[config.mk]
export PLATFORM = sky130hd
export DESIGN_NAME = display_arbiter
export DESIGN_NICKNAME = d
export VERILOG_FILES = /design/src/rtl/display_arbiter.sv
export SDC_FILE = /design/constraint.sdc
export NUM_CORES = 1
export LEC_CHECK = 0
export BUFFER_PORTS_ARGS = -buffer_cell sky130_fd_sc_hd__buf_2
export CORE_MARGIN = 1.5
export CORE_UTILIZATION = 40
export CTS_CLUSTER_DIAMETER = 200
export DETAILED_ROUTE_END_ITERATION = 8
export MAX_ROUTING_LAYER = met4
export PLACE_DENSITY = 0.67
export SLEW_MARGIN = 20
export SYNTH_ARGS = -nofsm -noshare
export SYNTH_HDL_FRONTEND = slang
export SYNTH_SLANG_ARGS = --single-unit
[constraint.sdc]
create_clock -name clk -period 8.9 [get_ports clk]
set_input_delay 0.89 -clock clk [delete_from_list [all_inputs] [get_ports clk]]
set_output_delay 0.89 -clock clk [all_outputs]
set_load 0.02 [all_outputs]
[src/rtl/display_arbiter.sv]
// Two-requester arbiter for a shared 4-digit display with a minimum dwell per owner.
// Optional macro DISP_ARB_FIXED_PRIO_EN selects fixed A priority instead of round-robin.
module display_arbiter #(
    parameter int DWELL_CYCLES = 50000000,
    parameter int CW           = 26
) (
    input  logic        clk,
    input  logic        rst,
    input  logic        req_a,
    input  logic [15:0] data_a,
    input  logic        req_b,
    input  logic [15:0] data_b,
    output logic        gnt_a,
    output logic        gnt_b,
    output logic [15:0] num,
    output logic        blank
);

    typedef enum logic [1:0] {
        IDLE  = 2'd0,
        OWN_A = 2'd1,
        OWN_B = 2'd2
    } state_t;

    localparam logic [CW-1:0] DWELL_MAX = CW'(DWELL_CYCLES - 1);

    state_t        state_q, state_d;
    logic [CW-1:0] dwell_cnt_q, dwell_cnt_d;
    logic          gnt_a_q, gnt_a_d;
    logic          gnt_b_q, gnt_b_d;
    logic [15:0]   num_q, num_d;
    logic          blank_q, blank_d;
    logic          expired;

    assign expired = (dwell_cnt_q == DWELL_MAX);

`ifdef DISP_ARB_FIXED_PRIO_EN
    // A wins ties and is never preempted; B yields to A once its dwell expires.
    always_comb begin
        state_d = state_q;
        case (state_q)
            IDLE: begin
                if (req_a)
                    state_d = OWN_A;
                else if (req_b)
                    state_d = OWN_B;
            end
            OWN_A: begin
                if (!req_a)
                    state_d = req_b ? OWN_B : IDLE;
            end
            OWN_B: begin
                if (!req_b)
                    state_d = req_a ? OWN_A : IDLE;
                else if (req_a && expired)
                    state_d = OWN_A;
            end
            default: state_d = IDLE;
        endcase
    end
`else
    // last_owner_q: 1 means B was granted most recently, so A wins the next tie.
    logic last_owner_q, last_owner_d;

    always_comb begin
        state_d = state_q;
        case (state_q)
            IDLE: begin
                if (req_a && req_b)
                    state_d = last_owner_q ? OWN_A : OWN_B;
                else if (req_a)
                    state_d = OWN_A;
                else if (req_b)
                    state_d = OWN_B;
            end
            OWN_A: begin
                if (!req_a)
                    state_d = req_b ? OWN_B : IDLE;
                else if (req_b && expired)
                    state_d = OWN_B;
            end
            OWN_B: begin
                if (!req_b)
                    state_d = req_a ? OWN_A : IDLE;
                else if (req_a && expired)
                    state_d = OWN_A;
            end
            default: state_d = IDLE;
        endcase
    end

    always_comb begin
        last_owner_d = last_owner_q;
        if (state_d == OWN_A && state_q != OWN_A)
            last_owner_d = 1'b0;
        else if (state_d == OWN_B && state_q != OWN_B)
            last_owner_d = 1'b1;
    end

    always_ff @(posedge clk) begin
        if (rst)
            last_owner_q <= 1'b1;
        else
            last_owner_q <= last_owner_d;
    end
`endif

    // Counter restarts on any change of owner and saturates at the expiry value.
    always_comb begin
        dwell_cnt_d = dwell_cnt_q;
        if (state_d == IDLE || state_d != state_q)
            dwell_cnt_d = '0;
        else if (!expired)
            dwell_cnt_d = dwell_cnt_q + CW'(1);
    end

    // Outputs follow the next state so they are registered alongside it.
    always_comb begin
        gnt_a_d = 1'b0;
        gnt_b_d = 1'b0;
        num_d   = 16'h0000;
        blank_d = 1'b1;
        case (state_d)
            OWN_A: begin
                gnt_a_d = 1'b1;
                num_d   = data_a;
                blank_d = 1'b0;
            end
            OWN_B: begin
                gnt_b_d = 1'b1;
                num_d   = data_b;
                blank_d = 1'b0;
            end
            default: ;
        endcase
    end

    always_ff @(posedge clk) begin
        if (rst) begin
            state_q     <= IDLE;
            dwell_cnt_q <= '0;
            gnt_a_q     <= 1'b0;
            gnt_b_q     <= 1'b0;
            num_q       <= 16'h0000;
            blank_q     <= 1'b1;
        end else begin
            state_q     <= state_d;
            dwell_cnt_q <= dwell_cnt_d;
            gnt_a_q     <= gnt_a_d;
            gnt_b_q     <= gnt_b_d;
            num_q       <= num_d;
            blank_q     <= blank_d;
        end
    end

    assign gnt_a = gnt_a_q;
    assign gnt_b = gnt_b_q;
    assign num   = num_q;
    assign blank = blank_q;

endmodule

Word level (Yosys, flattened, before mapping)
Cells that the tools add are included.
{"block": "word_totals", "ff_bits": 48, "inputBits": 36, "elab_cells": 44}
{"block": "op_classes", "addsub": 1, "eq_ne": 8, "muxes": 17, "reduce_logical": 11}
{"op": "$pmux 16 s2", "count": 1}
{"op": "$add 26x1->26 const B", "count": 1}
{"op": "$eq 26x26->1 const B", "count": 1}
{"op": "$mux 2", "count": 9}
{"op": "$mux 1", "count": 6}
{"op": "$pmux 2 s3", "count": 1}
{"op": "$logic_and 1x1->1", "count": 5}
{"op": "$eq 2x1->1 const B", "count": 2}
{"op": "$eq 2x2->1 const B", "count": 2}
{"op": "$logic_not 2->1", "count": 2}
{"op": "$reduce_or 2->1", "count": 2}
{"op": "$ne 2x1->1 const B", "count": 1}
{"op": "$ne 2x2->1", "count": 1}
{"op": "$ne 2x2->1 const B", "count": 1}
{"op": "$reduce_bool 2->1", "count": 1}
{"op": "$logic_or 1x1->1", "count": 1}

Longest topological paths before layout
{"block": "logic_depth", "depth_word": 9, "depth_mapped": 14}

Worst setup path after synthesis
No wires, ideal clock.
{"block": "synth_path", "path_kind": "register to register", "from": "reg dwell_cnt_q[0]", "to": "reg dwell_cnt_q[12]", "setup_time_ns": 0.064, "t_arrival_ns": 3.138, "required_ns": 8.836, "slack_ns": 5.698, "stages_incl_launch_ff": 14, "n_path_buf": 2, "cell_sequence": "dfxtp_1 > ha_1 > nand4_4 > nor4b_4 > and2_4 > buf_12 > nor2_4 > or3_1 > ha_1 > or4_1 > a22oi_1 > nor2_2 > buf_2 > nor2_1"}
{"block": "synth_between", "elab_chain_cells": 8}
{"element": "start, declared", "line_no": "28", "text": "logic [CW-1:0] dwell_cnt_q, dwell_cnt_d;"}
{"element": "start signal, assigned", "line_no": "148", "text": "dwell_cnt_q <= dwell_cnt_d;"}
{"element": "$eq 26x26->1", "line_no": "35", "text": "assign expired = (dwell_cnt_q == DWELL_MAX);"}
{"element": "$logic_and 1x1->1, on equally long branches", "line_no": "85, 79"}
{"element": "$mux 2, on equally long branches", "line_no": "85, 79"}
{"element": "$mux 2, on equally long branches", "line_no": "83, 77"}
{"element": "$pmux 2 s3", "line_no": "67", "text": "case (state_q)"}
{"element": "$ne 2x2->1 or $logic_not 2->1 (tied branches)", "line_no": "111", "text": "if (state_d == IDLE || state_d != state_q)"}
{"element": "$logic_or 1x1->1", "line_no": "111"}
{"element": "$reduce_or 2->1 (no source line)"}
Several ways; a longest one is shown, not always the timed one.
A chain may end at the register's enable or synchronous reset.

Final worst setup path
{"block": "layout_path", "from": "reg dwell_cnt_q[0]", "to": "reg dwell_cnt_q[6]"}
The elaborated chain is that of the path after synthesis.

==> summary.txt <==
Worst setup path
  – Worst Setup SP: dwell_cnt_q[0]
  – Crit path cell chain: ha_1, nand4_4, nor4b_4, and2_4, mux2i_1, or3_1, ha_1, or4_1, a22oi_1, nor2_2, a211oi_1
  – Crit path max fanout: 26
  – Worst path top cell family by delay: simple AND/OR/NAND/NOR gates
  – Crit path top cell by count: ha_1
  – Worst Reg-to-Reg Cells: 11
  – Crit-path slowest cell: or4_1
  – RR Endpoint: dwell_cnt_q[6]
  – RR Startpoint: dwell_cnt_q[0]
  – Crit path kind: flip-flop to flip-flop
  – Required @ worst endpoint: around 9.1 ns
  – WP data arrival: about 3.7 ns
  – R2R Setup Slk: 5.39 ns
  – CP bufs+invs: 0
  – CP endpoint kind: flip-flop
  – Critical Path Max Stage Delay: about 0.50 ns
  – Crit start category: flip-flop

Power and ir drop
  – Peak supply drop: slightly below 0.1 mV
  – Tot Pwr: about 450 µW
  – Leakage: 1.02 nW
  – PwrDens: 174 mW/mm²

Clocking
  – Hold Buf Count CTS: 0
  – Max Root-Sink Buffers: 2
  – Htree depth: 2
  – CTS Root Cell: clkbuf_8
  – PostCTS Resize Cnt: 0
  – CTS tree: yes
  – Inserted Clock Buffers: 5
  – Post-CTS setup buffer count: 0
  – # clock sinks: 48
  – Register clock-pin slew on the reported worst setup and hold paths: about 0.090 ns
  – Clk_lat worst skew: roughly 0.3 ns

Yosys
  – Cells after Synth: 241
  – Count of different cell masters after synthesis: 48
  – Syn nets: 282
  – Post-Syn Area: around 0.0022 mm²
  – Yosys warns: 0
  – #FFs+latches synth: 48
  – Register area share after synthesis: 43.9%
  – Syn avg cell area: 9.09 µm²

Timing
  – Worst Slack Setup Final: approximately 5.4 ns
  – Min Hold Slack: 0.508 ns
  – Final hold vios: 0
  – Crit share post-route: 39.4%
  – Setup TNS after final layout: 0 ns
  – Finish-stage setup viols: 0
  – Final Max Slew Viols: 0
  – Fmax achieved: roughly 290 MHz
  – RSZ-0062 raised after global routing: false
  – Tmin final: ~3.5 ns
  – Relative slew slack: 34.5%
  – Worst clock skew: around 0.016 ns
  – Worst-margin pin slew: 0.982 ns

GRT
  – Total track usage: around 16%
  – First-pass GRT wire length: roughly 7400 µm
  – GRT overflow: 0
  – Vias in the first global route: roughly 1,600
  – Largest net degree at the start of global routing: 27
  – Initial antenna violation count: 0

Min path
  – Hold depth: 2
  – Hold Path Class: flip-flop to flip-flop
  – Origin of the worst min-delay path: dwell_cnt_q[11]
  – Hold endpoint: dwell_cnt_q[11]

Route
  – Wl on met1: about 2000 µm
  – DRT Pass-1 Iters: 4
  – Met3 WL: approximately 130 µm
  – WL per Instance: ~12 µm
  – Via Count: ~1,800
  – Max Used Layer: met4
  – Starting DRT DRC Count: between 60 and 70
  – Post-route ant nets: 0
  – Via-per-instance ratio: ~5
  – DRC: 0
  – Routed wire length: between 4000 and 5000 µm
  – Routed met2 length: about 2100 µm

Outcome
  – Status: finished clean

Layout
  – # diodes: 0
  – Final std cell area, no fill: 0.00260 mm²
  – Layout area overhead: 18.7%
  – Footprint of the multi-input gates: about 0.0011 mm²
  – Fin nets: 330
  – Layout cells sized above 1: between 20% and 30%
  – Sequential cell area: slightly below 0.001 mm²
  – Fillers: ~520

Floorplan
  – Initial Util: 42.1%
  – # IOs: 55
  – Die Wd: 77.0 µm
  – Die ar.: slightly below 0.006 mm²
  – Die height: just under 80 µm
  – Core area: roughly 0.0052 mm²
  – Cell Rows: 26

Place
  – Placer Congestion: roughly 0.78
  – Cell Area, Placed: 0.00247 mm²
  – DP Worst Slack: ~5.4 ns
  – Post-detail-place hpwl: 3130 µm
  – Buffers added on ports: 54

Run
  – Max-cap violation count: 0
-- cell type report --
class | count | area share, %
Clock buffer | 5 | 2.65
Clock inverter | 2 | 2.31
Sequential cell | 48 | 37.0
Timing Repair Buffer | 54 | 10.4
Inverter | 3 | 0.433
Tap cell | 70 | 3.37
Multi-Input combinational cell | 177 | 43.9
-- cells by family after synthesis --
logic type / synth area share [%]
AOI/OAI and AO/OA: 9.31
muxes: 0.914
DFF: 43.9
buffers and inverters: 4.05
adders and majority gates: 2.86
and+or+nand+nor: 31.4
xor gates and xnor gates: 7.60
-- worst min-delay path: stages, from the launching register on --
cell	delay, ns
dfxtp_1	0.34
o31ai_1	0.07
a21oi_1	0.06
-- cell usage after synthesis (all sizes together) --
cell type,instances,area [µm²]
a22oi,17,128
or4,2,15.0
and4,4,36.3
xnor2,12,105
and2,3,21.3
ha,5,62.6
nand4,6,52.6
xor2,7,61.3
a21oi,6,30.0
nor4,8,71.3
nor2,44,175
o21ai,2,10.0
nand2,15,56.3
nand4b,1,8.76
buf,6,50.0
inv,3,11.3
nand3b,1,7.51
or3,4,25.0
o31a,1,8.76
nand4bb,1,11.3
clkbuf,7,27.5
nor3b,3,22.5
nand3,7,35.0
a31oi,2,12.5
nor4b,1,23.8
or2,2,12.5
and3,4,31.3
o31ai,1,7.51
nor2b,3,18.8
dfxtp,48,961
mux2i,2,20.0
nand2b,3,18.8
nor3,9,45.0
a211oi,1,7.51
-- cell usage in the layout, fill, tap and decap left out, types with 2 or more instances in the layout --
| cell type | n |
|---|---|
| a21oi_1 | 6 |
| a22oi_1 | 17 |
| a31oi_1 | 2 |
| and2_1 | 2 |
| and3_1 | 2 |
| and4_1 | 3 |
| buf_2 | 54 |
| bufinv_16 | 2 |
| clkbuf_8 | 5 |
| dfxtp_1 | 48 |
| ha_1 | 5 |
| inv_1 | 3 |
| mux2i_1 | 2 |
| nand2_1 | 15 |
| nand2b_1 | 3 |
| nand3_1 | 7 |
| nand4_1 | 5 |
| nor2_1 | 42 |
| nor2b_1 | 3 |
| nor3_1 | 9 |
| nor3b_1 | 3 |
| nor4_1 | 6 |
| o21ai_0 | 2 |
| or3_1 | 4 |
| or4_1 | 2 |
| xnor2_1 | 12 |
| xor2_1 | 7 |
-- where the power goes --
part / internal [mW] / switching [mW]
clock network: 0.111 / 0.0692
registers: 0.221 / 0.00311
logic: 0.0196 / 0.0299
total: 0.351 / 0.102
-- worst max path at each step --
| stage | endpoint | slack, ns | cells after the start |
|---|---|---|---|
| 2_1_floorplan | dwell_cnt_q[12] | 5.70 | 13 |
| 3_3_place_gp | dwell_cnt_q[2] | 5.50 | 12 |
| 3_5_place_dp | dwell_cnt_q[2] | 5.35 | 12 |
| 4_1_cts | dwell_cnt_q[6] | 5.34 | 11 |
| 5_1_grt | dwell_cnt_q[18] | 5.07 | 12 |
| 6_report | dwell_cnt_q[6] | 5.39 | 11 |
-- routing by layer --
metal  vias up  GRT usage [%]
met5         -              -
met2        28           24.2
met1       830           19.5
met3         6           2.86
met4         0           7.45
li1        942              -
-- state kept, by name (all words and copies together), names as in the netlist --
register	count
num	16
last_owner_q	1
blank	1
state_q	2
gnt_a	1
gnt_b	1
dwell_cnt_q	26
-- stage by stage --
stage / instances / util [%]
2_1_floorplan: 241 / -
3_3_place_gp: 352 / 47.5
3_5_place_dp: 352 / 47.5
4_1_cts: 359 / 50.0
5_1_grt: 359 / 50.0
6_report: 359 / 50.0
(Power assumes the default switching activity.)
